File: src/rtl/sync_fifo_pkg.sv
// Shared constants and pointer-compare helpers for the sync_fifo block.
package sync_fifo_pkg;

  localparam int DEFAULT_DATA_WIDTH = 8;
  localparam int DEFAULT_DEPTH      = 8;

  // Pointers are passed zero-extended to 32 bits so one helper serves every depth.
  function automatic logic ptr_empty(input logic [31:0] wr, input logic [31:0] rd);
    return (wr == rd);
  endfunction

  // Full when the address bits match and only the wrap bit (bit aw) differs.
  function automatic logic ptr_full(input logic [31:0] wr, input logic [31:0] rd,
                                    input int unsigned aw);
    return ((wr ^ rd) == (32'd1 << aw));
  endfunction

endpackage

File: src/rtl/sync_fifo_mem.sv
// DEPTH x DATA_WIDTH storage with one write port and one registered read port.
// Storage is never reset; only the read-data register is cleared.
module sync_fifo_mem #(
  parameter int DATA_WIDTH = 8,
  parameter int DEPTH      = 8,
  localparam int ADDR_WIDTH = $clog2(DEPTH)
) (
  input  logic                  clk,
  input  logic                  rst,
  input  logic                  we,
  input  logic [ADDR_WIDTH-1:0] waddr,
  input  logic [DATA_WIDTH-1:0] wdata,
  input  logic                  re,
  input  logic [ADDR_WIDTH-1:0] raddr,
  output logic [DATA_WIDTH-1:0] rdata
);

  logic [DATA_WIDTH-1:0] mem_q [DEPTH];
  logic [DATA_WIDTH-1:0] rdata_q;

  // Write port: capture data into the addressed entry.
  always_ff @(posedge clk) begin
    if (we) begin
      mem_q[waddr] <= wdata;
    end
  end

  // Read port: one-cycle latency, holds its value when no read is accepted.
  always_ff @(posedge clk) begin
    if (!rst) begin
      rdata_q <= '0;
    end else if (re) begin
      rdata_q <= mem_q[raddr];
    end
  end

  assign rdata = rdata_q;

endmodule

File: src/rtl/sync_fifo.sv
// Single-clock synchronous FIFO: pointers, status flags, accept logic.
// Optional sticky overflow/underflow outputs are enabled by defining FIFO_ERR_FLAGS_EN.
// DEPTH must be a power of two and at least 2.
module sync_fifo
  import sync_fifo_pkg::*;
#(
  parameter int DATA_WIDTH = DEFAULT_DATA_WIDTH,
  parameter int DEPTH      = DEFAULT_DEPTH,
  localparam int ADDR_WIDTH = $clog2(DEPTH)
) (
  input  logic                  clk,
  input  logic                  rst,
  input  logic [DATA_WIDTH-1:0] data_in,
  input  logic                  wr_en,
  input  logic                  rd_en,
  output logic [DATA_WIDTH-1:0] data_op,
`ifdef FIFO_ERR_FLAGS_EN
  output logic                  overflow,
  output logic                  underflow,
`endif
  output logic                  empty,
  output logic                  full
);

  localparam logic [ADDR_WIDTH:0] PTR_INC = {{ADDR_WIDTH{1'b0}}, 1'b1};

  logic [ADDR_WIDTH:0] wr_ptr_q, wr_ptr_d;
  logic [ADDR_WIDTH:0] rd_ptr_q, rd_ptr_d;
  logic                wr_ok, rd_ok;

  assign empty = ptr_empty(32'(wr_ptr_q), 32'(rd_ptr_q));
  assign full  = ptr_full(32'(wr_ptr_q), 32'(rd_ptr_q), ADDR_WIDTH);

  // A read at full frees a slot in the same edge, so a write is still taken.
  // Both accepts are gated off while reset is asserted.
  assign rd_ok = rst && rd_en && !empty;
  assign wr_ok = rst && wr_en && (!full || rd_ok);

  // Next-state pointers: natural rollover provides the wrap bit.
  always_comb begin
    wr_ptr_d = wr_ptr_q;
    rd_ptr_d = rd_ptr_q;
    if (wr_ok) wr_ptr_d = wr_ptr_q + PTR_INC;
    if (rd_ok) rd_ptr_d = rd_ptr_q + PTR_INC;
  end

  // Pointer registers with synchronous active-low reset.
  always_ff @(posedge clk) begin
    if (!rst) begin
      wr_ptr_q <= '0;
      rd_ptr_q <= '0;
    end else begin
      wr_ptr_q <= wr_ptr_d;
      rd_ptr_q <= rd_ptr_d;
    end
  end

  sync_fifo_mem #(
    .DATA_WIDTH (DATA_WIDTH),
    .DEPTH      (DEPTH)
  ) u_mem (
    .clk   (clk),
    .rst   (rst),
    .we    (wr_ok),
    .waddr (wr_ptr_q[ADDR_WIDTH-1:0]),
    .wdata (data_in),
    .re    (rd_ok),
    .raddr (rd_ptr_q[ADDR_WIDTH-1:0]),
    .rdata (data_op)
  );

`ifdef FIFO_ERR_FLAGS_EN
  logic overflow_q, overflow_d;
  logic underflow_q, underflow_d;

  // Sticky error next-state: dropped write, or read request while empty.
  always_comb begin
    overflow_d  = overflow_q  | (wr_en && full && !rd_ok);
    underflow_d = underflow_q | (rd_en && empty);
  end

  // Sticky error registers, cleared only by reset.
  always_ff @(posedge clk) begin
    if (!rst) begin
      overflow_q  <= 1'b0;
      underflow_q <= 1'b0;
    end else begin
      overflow_q  <= overflow_d;
      underflow_q <= underflow_d;
    end
  end

  assign overflow  = overflow_q;
  assign underflow = underflow_q;
`endif

endmodule

File: config.mk
export PLATFORM = sky130hd
export DESIGN_NAME = sync_fifo
export DESIGN_NICKNAME = d
export VERILOG_FILES = /design/src/rtl/sync_fifo_pkg.sv /design/src/rtl/sync_fifo_mem.sv /design/src/rtl/sync_fifo.sv
export SDC_FILE = /design/constraint.sdc
export NUM_CORES = 1
export LEC_CHECK = 0
export ABC_AREA = 1
export BUFFER_PORTS_ARGS = -buffer_cell sky130_fd_sc_hd__buf_2
export CORE_MARGIN = 2
export CORE_UTILIZATION = 35
export DETAILED_ROUTE_END_ITERATION = 10
export MAX_ROUTING_LAYER = met4
export PLACE_DENSITY = 0.52
export SLEW_MARGIN = 25
export SYNTH_ARGS = -nofsm -noshare
export SYNTH_HDL_FRONTEND = slang
export SYNTH_SLANG_ARGS = --single-unit
File: constraint.sdc
create_clock -name clk -period 4.85 [get_ports clk]
set_input_delay 1.2125 -clock clk [delete_from_list [all_inputs] [get_ports clk]]
set_output_delay 1.2125 -clock clk [all_outputs]
set_load 0.1 [all_outputs]
==> out/summary.md, run 1 <==
The number of hold-slack violations in the final timing report is 0, and the maximum vdd drop is 0.000186 V. The netlist area before placement came out at 0.00365 mm². The run finished with clean final reports. The met1 track utilization from global routing is 0.195, and the latest clock arrival within the worst-skew pair is 0.36 ns. The maximum clock insertion buffer count came out at 2. For the count of routing violations after the opening detailed-route iteration, the log shows 137. For the pin with the worst max-slew slack, the measured transition is 0.835 ns.

The peak fanout along the critical path works out to 23. In the post-synthesis netlist, the biggest area contributors are edfxtp_1 (53%), nand2_1 (17%), dfxtp_1 (8.8%). The startpoint identified for the worst hold timing path is u_mem.rdata[1]. Data arrives at the worst endpoint at 2.56 ns. The die width works out to 106 µm. Summed over all layers, the routed wires come to 8040 µm.

After technology mapping, the gate count stands at 399. Met2 track demand over resource: 0.234. In this run, synthesis produced a sequential element count of 80. Averaged over all synthesized cells, the footprint is 9.16 µm². Summed over all nets, the half-perimeter wirelength after detailed placement is 5700 µm. The die span in y is 106 µm, and the power density relative to cell area is 353 mW/mm². The sum of negative setup slack came out at 0 ns. The part of the cycle the worst path needs works out to 0.779. The finished cells cover 0.00402 mm². Once the clock tree was built, the setup fixing pass inserted 0 buffers.

The CTS buffer count came out at 9. The count of cells in the finished layout, fillers not included, comes to 559. The worst hold path belongs to the class reg2reg.

During synthesis, Yosys emitted a total of 0 warnings. The worst setup path is launched from a flip-flop. The number of instances in the placed design is 543, and the core footprint is 0.0102 mm². The count of max-cap constraint violations was 0. In this run the most used layer during global routing was met2.

The number of stages on the worst hold path is 2, and the remaining antenna violation count after routing is 0. The logs give 2375 for the via count of the first global-routing pass and 37 for the row count. The critical path is of the reg2out type. The total setup violations reported at the end of the flow was 0. The number of nets handed over by synthesis was 413. After clock tree synthesis, the clock-pin slew on the worst setup and hold paths is 0.09 ns. The number of slew-limit violations in the final report is 0.

The fraction of met3 tracks used by global routing is 0.0356, and the number of instances resized during post-cts repair is 0. The congestion estimate from routability-driven global placement came to 0.882. The run gives 0.442 as the worst relative slew slack.

During placement, the flow inserted port buffers numbering 21. The tools report the count of antenna diodes in the layout as 0. In the routed design, unresolved DRC markers number 0. Summing all placed instances gives a cell area of 0.00386 mm². Yosys mapped the design onto 24 distinct sky130hd cell types. The routed design could run at a clock period as short as 3.78 ns. Area growth from synthesis to layout: 9.97%.

In the routed layout, each cell is associated on average with a via count of 4.54. The launch instance of the worst register-to-register path is rd_ptr_q[0]. The final layout net count came out at 432. The quantity of hold-fixing buffers added after cts is 0. The H-tree was split into 3 levels.

The tools report the start point of the critical path as rd_ptr_q[0]. Across the routed clock network, the largest skew measured is 0.0146 ns. The initial antenna violation count came out at 0.

Share of layout cells above drive strength 1: 0.149. Entering global routing, the biggest net connects 36 pins. The vias after detailed routing came out at 2538.

edfxtp_1 takes more of the synthesized area than any other cell. The average wire per cell in the routed design came out at 14.4 µm. The clock net in this run drives a total of 80 sinks. During I/O placement, the number of pins put on the boundary was 22. For the worst flop-to-flop path, the logic depth is 9. TritonCTS built the clock tree. The sequential-to-total area share from yosys stat came out at 0.614. The number of detailed-route iterations in the first pass came out at 4.

The die covers 0.0113 mm². Setup repair after global routing left no endpoint under its margin. The design draws 1.42 mW. The starting density of the core is 0.357. In this run the static leakage power is 1.77 nW. The worst setup path is captured at an output port. Based on the critical path, the design can be clocked at up to 0.265 GHz. The first global-routing pass estimated 12400 µm of wire. Data on the critical path is required at its endpoint by 3.64 ns.

The cell chosen for the clock root was clkbuf_8. The total overflow left after global routing is 0. The fraction of synthesized cell area taken by the top area cell type is 0.526, and the overall fraction of global-route tracks in use is 0.153.
-- stage by stage --
stage | setup WS, ns | util | hold slack [ns]
after floorplan | 1.57 | - | 0.457
after global placement | 1.54 | 0.377 | 0.452
after detailed placement | 1.46 | 0.377 | 0.454
after CTS | 1.06 | 0.393 | 0.467
after global routing | 0.872 | 0.393 | 0.485
final | 1.07 | 0.393 | 0.464
-- power by group --
group          internal [mW]  switching [mW]
clock network          0.180           0.238
registers              0.754          0.0206
logic                 0.0544           0.169
-- cells in the mapped netlist, drive strengths merged --
cell,count
nand2,171
edfxtp,64
inv,64
nand3,34
dfxtp,16
nor2,15
a21oi,13
buf,10
clkbuf,4
ha,2
xor2,2
nand4,1
nor3,1
o21ai,1
xnor2,1
-- final timing paths --
path / slack (ns) / endpoint
worst max-delay path: 1.07 / empty
worst min-delay path: 0.46 / u_mem.rdata[1]
worst max register to register: 2.01 / u_mem.mem_q[6][3]
worst min register to register: 0.46 / u_mem.rdata[1]
-- cell type report --
cell class              count  area (µm²)
clock buffers               9         124
clock inverters             7        37.5
fillers                  1034        6210
inverters                  64         243
multi-input cells         241        1090
flip-flops and latches     80        2240
well taps                 136         170
repair buffers             22         113
-- flip-flops by register name, indices dropped and copies added, names as in the netlist --
name / flops
u_mem.mem_q: 64
wr_ptr_q: 4
u_mem.rdata: 8
rd_ptr_q: 4
-- per-layer routing --
| layer | part of all wire | vias up |
|---|---|---|
| li1 | - | 1279 |
| met1 | 0.47 | 1183 |
| met2 | 0.46 | 61 |
| met3 | 0.049 | 15 |
| met4 | 0.025 | 0 |
| met5 | 0 | - |
-- logic make-up after synthesis --
| group | after synthesis | synth area share |
|---|---|---|
| xor gates and xnor gates | 3 | 0.00925 |
| buffers and inverters | 78 | 0.0884 |
| DFF | 80 | 0.614 |
| and+or+nand+nor | 222 | 0.253 |
| AOI/OAI and AO/OA | 14 | 0.0284 |
| adders and majority gates | 2 | 0.00685 |
-- worst max-delay path: stages, from the launching register on --
cell	delay (ns)
dfxtp_1	0.87
buf_4	0.34
nand2_1	0.07
nand2_1	0.06
nand3_1	0.10
nor2_1	0.26
buf_2	0.49
-- cells in the final DEF, fill, tap and decap left out, types with 2 or more instances in the layout --
cell type / synthesis / final
clkinv_2: 0 / 2
nand2_2: 10 / 10
buf_2: 7 / 21
xor2_1: 2 / 2
clkbuf_8: 0 / 9
ha_1: 2 / 2
inv_1: 60 / 60
edfxtp_1: 64 / 64
nand2_1: 161 / 161
nand3_1: 33 / 33
a21oi_2: 9 / 9
nor2_1: 13 / 13
clkinv_1: 0 / 3
inv_2: 3 / 3
dfxtp_1: 16 / 16
a21oi_1: 4 / 4
(Power assumes the default switching activity.)
==> inputs of run 2 (changes only) <==
==> constraint.sdc (replaced) <==
create_clock -name clk -period 3.5 [get_ports clk]
set_input_delay 0.875 -clock clk [delete_from_list [all_inputs] [get_ports clk]]
set_output_delay 0.875 -clock clk [all_outputs]
set_load 0.1 [all_outputs]
==> out/summary.md, run 2 (same netlist as run 1, synthesis figures left out) <==
The flow ran to the end, and the final reports show no timing, DRC or antenna violations. The hold slack was 0.461 ns (was 0.464 ns); the power density relative to cell area was 492 mW/mm² (was 353 mW/mm²). The busiest metal layer after global routing was met2 (unchanged). The final worst-path setup slack is 0.499 ns (was 1.07 ns).

The worst setup path category is reg2out (unchanged). Cell with the most instances on the worst path: nand2_1 (unchanged). The peak fanout along the critical path is 35 (was 23). The portion of total power attributed to combinational logic was 0.163 (was 0.158).

The CTS buffer count is 9 (unchanged), and the number of setup buffers added after CTS is 0 (unchanged). The average wire per cell in the routed design is 13.7 µm (was 14.4 µm), and the maximum vdd drop is 0.000181 V (was 0.000186 V). The number of instances resized during post-cts repair was 0 (unchanged); the vias after detailed routing was 2497 (was 2538). Placement-stage worst setup slack: 0.847 ns (was 1.46 ns). Worst hold path class: reg2reg (unchanged). The tools report the total setup violations reported at the end of the flow as 0 (unchanged). The die width works out to 106 µm (unchanged). The overall fraction of global-route tracks in use is 0.153 (about the same), and the row count is 37 (unchanged). The maximum clock insertion buffer count is 2 (unchanged). The maximum number of pins on one net before global-route repair is 36 (unchanged). Commonest cells after routing, fill and taps aside: nand2_1 (161), edfxtp_1 (64), inv_1 (60) (unchanged). The non-filler instance count after layout came out at 560 (was 559).

The flip-flop count of the largest register, all copies and words added was 64 (unchanged); the count of max-cap constraint violations was 0 (unchanged). The latest clock arrival within the worst-skew pair was 0.36 ns (about the same). The run gives 1.98 mW (was 1.42 mW) as the overall power after layout.

Worst relative slew slack: 0.557 (was 0.442). The global-route wire length before repair was 12500 µm (was 12400 µm). The standard cell with the maximum stage delay on the critical path is buf_2 (was dfxtp_1).

The HPWL after detailed placement was 5560 µm (was 5700 µm); the peak per-stage delay on the critical path was 0.49 ns (was 0.87 ns). The tools report the met2 track demand over resource as 0.219 (was 0.234). The tools report the number of hold-slack violations in the final timing report as 0 (unchanged). The number of top-level pins was 22 (unchanged). The die span in y came out at 106 µm (unchanged). Number of slew-limit violations in the final report: 0 (unchanged).

The number of remaining DRC errors was 0 (unchanged); the transition at the pin with the smallest max-transition slack was 0.661 ns (was 0.835 ns). The shortest clock period the worst path allows after layout works out to 3.00 ns. Data required time of the worst path: 2.62 ns (was 3.64 ns). The final layout net count came out at 433 (was 432).

Static timing analysis puts the maximum clock frequency at 0.333 GHz. The area growth from synthesis to layout is 10.4% (was 9.97%), and the internal power of the cells is 1.38 mW (was 0.989 mW). Part of the cycle the worst path needs: 0.858.

Cells traversed along the worst timing path: inv_4 -> nand2_1 -> nand2_1 -> nand3_1 -> nor2_1 -> buf_2 (was buf_4 -> nand2_1 -> nand2_1 -> nand3_1 -> nor2_1 -> buf_2). Core footprint: 0.0102 mm² (unchanged). Number of vias per cell after detailed routing: 4.46 (was 4.54).

The logs give 80 (unchanged) for the number of clock sinks and 0.301 (was 0.295) for the clock share of power. The data arrival time of the critical path came out at 2.13 ns (was 2.56 ns). Setup repair after global routing left no endpoint under its margin. The tools report the element type at the critical path end as an output port (unchanged). The quantity of hold-fixing buffers added after cts came out at 0 (unchanged). The cell chosen for the clock root was clkbuf_8 (unchanged). The register ranked first by flip-flop count is u_mem.mem_q (unchanged). The count of input and output buffers is 21 (unchanged). TritonCTS built the clock tree. The logs give 0 (unchanged) for the count of antenna diodes in the layout and 0 ns (unchanged) for the sum of negative setup slack. The tools report the H-tree depth reported by CTS as 3 (unchanged). The via count of the first global-routing pass was 2422 (was 2375).

For the reported net switching power, the log shows 0.606 mW (was 0.428 mW). The family with the most delay on the worst path was buffers and inverters (was flip-flops). For the leakage power of the design, the log shows 1.77 nW (about the same).

The tools report the fraction of met3 tracks used by global routing as 0.0264 (was 0.0356). The number of buffer and inverter stages on the critical path was 2 (unchanged). The share of layout cells above drive strength 1 came out at 0.153 (was 0.149). The total global routing overflow came out at 0 (unchanged). The weighted congestion reported at the end of routability-driven placement was 0.897 (was 0.882); the number of detailed-route iterations in the first pass was 4 (unchanged). The startpoint type of the worst setup path is a flip-flop (unchanged). The clock-pin slew of the registers on the worst-case setup and hold paths is 0.08 ns (was 0.09 ns). The most common cell after layout, fill and taps aside is nand2_1 (unchanged). The tools report the remaining antenna violation count after routing as 0 (unchanged). The tools report the initial antenna violation count as 0 (unchanged). For the final clock skew, the log shows 0.0126 ns (was 0.0146 ns). Share of total power consumed by net switching: 0.306 (was 0.302). The tools report the overall die area as 0.0113 mm² (unchanged). The count of routing violations after the opening detailed-route iteration is 112 (was 137). The sequential cell fraction of total power was 0.536 (was 0.547); the met1 track utilization from global routing was 0.214 (was 0.195).

Number of instances in the placed design: 544 (was 543). The area of all placed cells without fillers came out at 0.00403 mm² (was 0.00402 mm²). The run gives 0.357 (unchanged) as the starting density of the core. The tools report the final design utilization as 0.394 (was 0.393). The cell area reported after detailed placement was 0.00386 mm² (about the same); the routed wire length was 7690 µm (was 8040 µm).
-- run 2: worst paths after layout --
kind             startpoint           endpoint  slack [ns]  depth (start not counted)
min          u_mem.rdata[1]     u_mem.rdata[1]        0.46                          2
max             rd_ptr_q[0]              empty        0.50                          6
max reg2reg     rd_ptr_q[0]  u_mem.mem_q[6][6]        0.91                          9
min reg2reg  u_mem.rdata[1]     u_mem.rdata[1]        0.46                          2
-- run 2: layout make-up --
type                    instances  area [µm²]
well taps                     136         170
clock buffers                   9         124
repair buffers                 23         120
clock inverters                 7        45.0
inverters                      64         243
flip-flops and latches         80        2240
multi-input cells             241        1090
fillers                      1035        6200
-- run 2: metal layers --
metal,vias to the layer above,wire length [µm]
met5,-,0
met1,1147,3910
li1,1282,-
met4,0,176
met3,13,298
met2,55,3310
-- run 2: power by group through the flow --
stage,combinational [mW],sequential (mW),clock (mW)
after floorplan,0.214,1.12,0
after global placement,0.326,1.08,0
after detailed placement,0.325,1.08,0
after CTS,0.326,1.06,0.616
after global routing,0.360,1.07,0.655
final,0.324,1.06,0.597
-- run 2: worst min-delay path, stage by stage (launching register included) --
cell	delay, ns
dfxtp_1	0.31
nand2_1	0.06
a21oi_1	0.05
==> inputs of run 3 (changes only) <==
--- a/config.mk
+++ b/config.mk
@@ -5,7 +5,6 @@
 export SDC_FILE = /design/constraint.sdc
 export NUM_CORES = 1
 export LEC_CHECK = 0
-export ABC_AREA = 1
 export BUFFER_PORTS_ARGS = -buffer_cell sky130_fd_sc_hd__buf_2
 export CORE_MARGIN = 2
 export CORE_UTILIZATION = 35
==> out/summary.md, run 3 <==
The transition at the pin with the smallest max-transition slack works out to 0.693 ns (was 0.661 ns). The number of slew-limit violations in the final report came out at 0 (unchanged). The clock-pin slew of the registers on the worst-case setup and hold paths came out at 0.09 ns (was 0.08 ns).

Die width: 102 µm (was 106 µm). The run gives 1.71 mW (was 1.38 mW) as the internal power of the cells. The number of enable-type register cells in the synthesized netlist was 64 (unchanged); the async set-reset flop share out of synthesis was 0 (unchanged).

Average wire per cell in the routed design: 17.5 µm (was 13.7 µm). The reported net switching power came out at 0.791 mW (was 0.606 mW). The number of detailed-route iterations in the first pass is 4 (unchanged). The logs give 2.62 ns (about the same) for the data required time of the worst path and 35 (was 37) for the row count. For the number of remaining DRC errors, the log shows 0 (unchanged). The worst hold path class is reg2reg (unchanged). Most frequently used flop master after synthesis: edfxtp_1 (unchanged). Final layout net count: 243 (was 433). The biggest area consumer among synthesized cells was edfxtp_1 (unchanged). The remaining antenna violation count after routing is 0 (unchanged), and the sequential cell fraction of total power is 0.444 (was 0.536). The vias after detailed routing is 1795 (was 2497).

The sum of negative setup slack is 0 ns (unchanged). The run gives 0 (unchanged) as the quantity of hold-fixing buffers added after cts. The run gives 38 (was 24) as the number of library cell types mapped by synthesis.

The area growth from synthesis to layout is 17.2% (was 10.4%), and the peak per-stage delay on the critical path is 0.62 ns (was 0.49 ns). The run gives 0.361 (was 0.357) as the starting density of the core. Number of stages on the worst hold path: 2 (unchanged). The share of layout cells above drive strength 1 is 0.308 (was 0.153). Number of top-level pins: 22 (unchanged). The standard cell with the maximum stage delay on the critical path is dfxtp_1 (was buf_2). The netlist area before placement is 0.00333 mm² (was 0.00365 mm²). Element type at the critical path end: an output port (unchanged). The run gives 10200 µm (was 12500 µm) as the global-route wire length before repair. The HPWL after detailed placement came out at 4020 µm (was 5560 µm). The post-synthesis register bit count was 80 (unchanged).

The logs give 0.0103 mm² (was 0.0113 mm²) for the overall die area and 91 (was 112) for the count of routing violations after the opening detailed-route iteration. The achievable frequency was 0.359 GHz (was 0.333 GHz). The tools report the weighted congestion reported at the end of routability-driven placement as 0.707 (was 0.897).

Shortest clock period the worst path allows after layout: 2.79 ns (was 3.00 ns). The routed wire length is 6370 µm (was 7690 µm), and the total setup violations reported at the end of the flow is 0 (unchanged). Register ranked first by flip-flop count: u_mem.mem_q (unchanged). Die span in y: 102 µm (was 106 µm).

Cell chosen for the clock root: clkbuf_8 (unchanged). The clock share of power was 0.322 (was 0.301); the worst relative slew slack was 0.538 (was 0.557). The number of hold-slack violations in the final timing report came out at 0 (unchanged). The logs give 1811 (was 2422) for the via count of the first global-routing pass and 0 (unchanged) for the count of antenna diodes in the layout. The share of total power consumed by net switching was 0.316 (was 0.306).

The part of the cycle the worst path needs works out to 0.796 (was 0.858). The tools report the H-tree depth reported by CTS as 3 (unchanged). The CTS buffer count was 9 (unchanged). The power density relative to cell area is 641 mW/mm² (was 492 mW/mm²).

The run gives 80 (unchanged) as the number of clock sinks. The number of instances resized during post-cts repair is 0 (unchanged). Commonest cells after routing, fill and taps aside: edfxtp_1 (64), buf_2 (21), dfxtp_1 (16) (was nand2_1 (161), edfxtp_1 (64), inv_1 (60)). The peak fanout along the critical path works out to 10 (was 35). Biggest area contributors in the synthesized netlist: edfxtp_1 (58%), dfxtp_1 (9.6%), mux4_2 (6.1%) (was edfxtp_1 (53%), nand2_1 (17%), dfxtp_1 (8.8%)). The final clock skew was 0.0131 ns (was 0.0126 ns); the total global routing overflow was 0 (unchanged). The Yosys warning count was 0 (unchanged). The most common cell after layout, fill and taps aside was edfxtp_1 (was nand2_1). The number of instances in the placed design came out at 347 (was 544). The count of input and output buffers works out to 21 (unchanged).

List of most frequent post-synthesis cells: edfxtp_1 (64), dfxtp_1 (16), mux2i_1 (10) (was nand2_1 (161), edfxtp_1 (64), inv_1 (60)). The synthesized netlist net count came out at 209 (was 413). The tools report the number of instances in the synthesized netlist as 195 (was 399). The tools report the maximum vdd drop as 0.000277 V (was 0.000181 V). For the portion of total power attributed to combinational logic, the log shows 0.234 (was 0.163).

The run finished with clean final reports. The tools report the data arrival time of the critical path as 1.91 ns (was 2.13 ns). Setup repair after global routing left no endpoint under its margin.

For the maximum number of pins on one net before global-route repair, the log shows 26 (was 36). TritonCTS built the clock tree. The synthesized area per cell was 17.1 µm² (was 9.16 µm²). The worst setup path category is reg2out (unchanged). The number of vias per cell after detailed routing was 4.94 (was 4.46).

The logs give 0.00924 mm² (was 0.0102 mm²) for the core footprint and 0.35 ns (was 0.36 ns) for the latest clock arrival within the worst-skew pair. The sequential-to-total area share from yosys stat is 0.673 (was 0.614), and the flip-flop count of the largest register, all copies and words added is 64 (unchanged). The startpoint type of the worst setup path was a flip-flop (unchanged). The fraction of synthesized cell area taken by the top area cell type is 0.577 (was 0.526). Cells traversed along the worst timing path: xnor2_2 -> nand4_4 -> inv_1 -> buf_2 (was inv_4 -> nand2_1 -> nand2_1 -> nand3_1 -> nor2_1 -> buf_2).

The non-filler instance count after layout came out at 363 (was 560). The dominant cell by count in the synthesized netlist was edfxtp_1 (was nand2_1). The tools report the initial antenna violation count as 0 (unchanged).

The number of setup buffers added after CTS was 0 (unchanged). The maximum clock insertion buffer count was 2 (unchanged). For the count of max-cap constraint violations, the log shows 0 (unchanged). The path depth of the worst reg2reg path came out at 5 (was 9). The leakage power of the design is 1.31 nW (was 1.77 nW), and the overall fraction of global-route tracks in use is 0.142 (was 0.153).
-- run 3: worst paths after layout --
kind / startpoint / to / slack, ns
setup / recovery: wr_ptr_q[1] / full / 0.71
hold / removal: rd_ptr_q[3] / rd_ptr_q[3] / 0.53
setup reg to reg: wr_ptr_q[2] / u_mem.rdata[5] / 1.46
hold reg to reg: rd_ptr_q[3] / rd_ptr_q[3] / 0.53
-- run 3: final cells by class --
class	count	area (µm²)
clock inverters	5	104
inverters	4	15.0
well taps	129	161
fillers	841	5330
clock buffers	11	131
multi-input cells	98	1040
repair buffers	36	218
flip-flops and latches	80	2240
-- run 3: kinds of logic after synthesis --
group	count (synthesis)	synth area share
compound gates	29	0.0593
xor+xnor	6	0.0225
flops	80	0.673
buf+inv	17	0.0297
fa+ha+maj	2	0.00751
mux	26	0.146
simple gates	35	0.0623
-- run 3: critical path: cells and delay by family (launching register included) --
family / cells / cell delay, ns
flops: 1 / 0.62
buf+inv: 2 / 0.51
simple gates: 1 / 0.22
xor+xnor: 1 / 0.21
-- run 3: power by group through the flow --
stage	combinational, mW	clock (mW)	sequential [mW]
6_report	0.585	0.806	1.11
3_5_place_dp	0.591	0	1.13
3_3_place_gp	0.589	0	1.13
2_1_floorplan	0.304	0	1.31
4_1_cts	0.592	0.829	1.11
5_1_grt	0.624	0.871	1.12
-- run 3: metal layers --
| layer | up-vias | track usage | part of all wire |
|---|---|---|---|
| li1 | 862 | - | - |
| met1 | 895 | 0.191 | 0.48 |
| met2 | 31 | 0.204 | 0.48 |
| met3 | 7 | 0.0393 | 0.028 |
| met4 | 0 | 0.0561 | 0.015 |
| met5 | - | - | 0 |
-- run 3: metrics by stage --
stage | util | setup slack [ns] | total power, mW | hold WS (ns) | instance area, µm²
2_1_floorplan | - | 0.574 | 1.61 | 0.482 | 3330
3_3_place_gp | 0.397 | 1.11 | 1.72 | 0.504 | 3670
3_5_place_dp | 0.397 | 1.10 | 1.73 | 0.513 | 3670
4_1_cts | 0.423 | 0.705 | 2.53 | 0.530 | 3910
5_1_grt | 0.423 | 0.610 | 2.61 | 0.576 | 3910
6_report | 0.423 | 0.713 | 2.50 | 0.526 | 3910
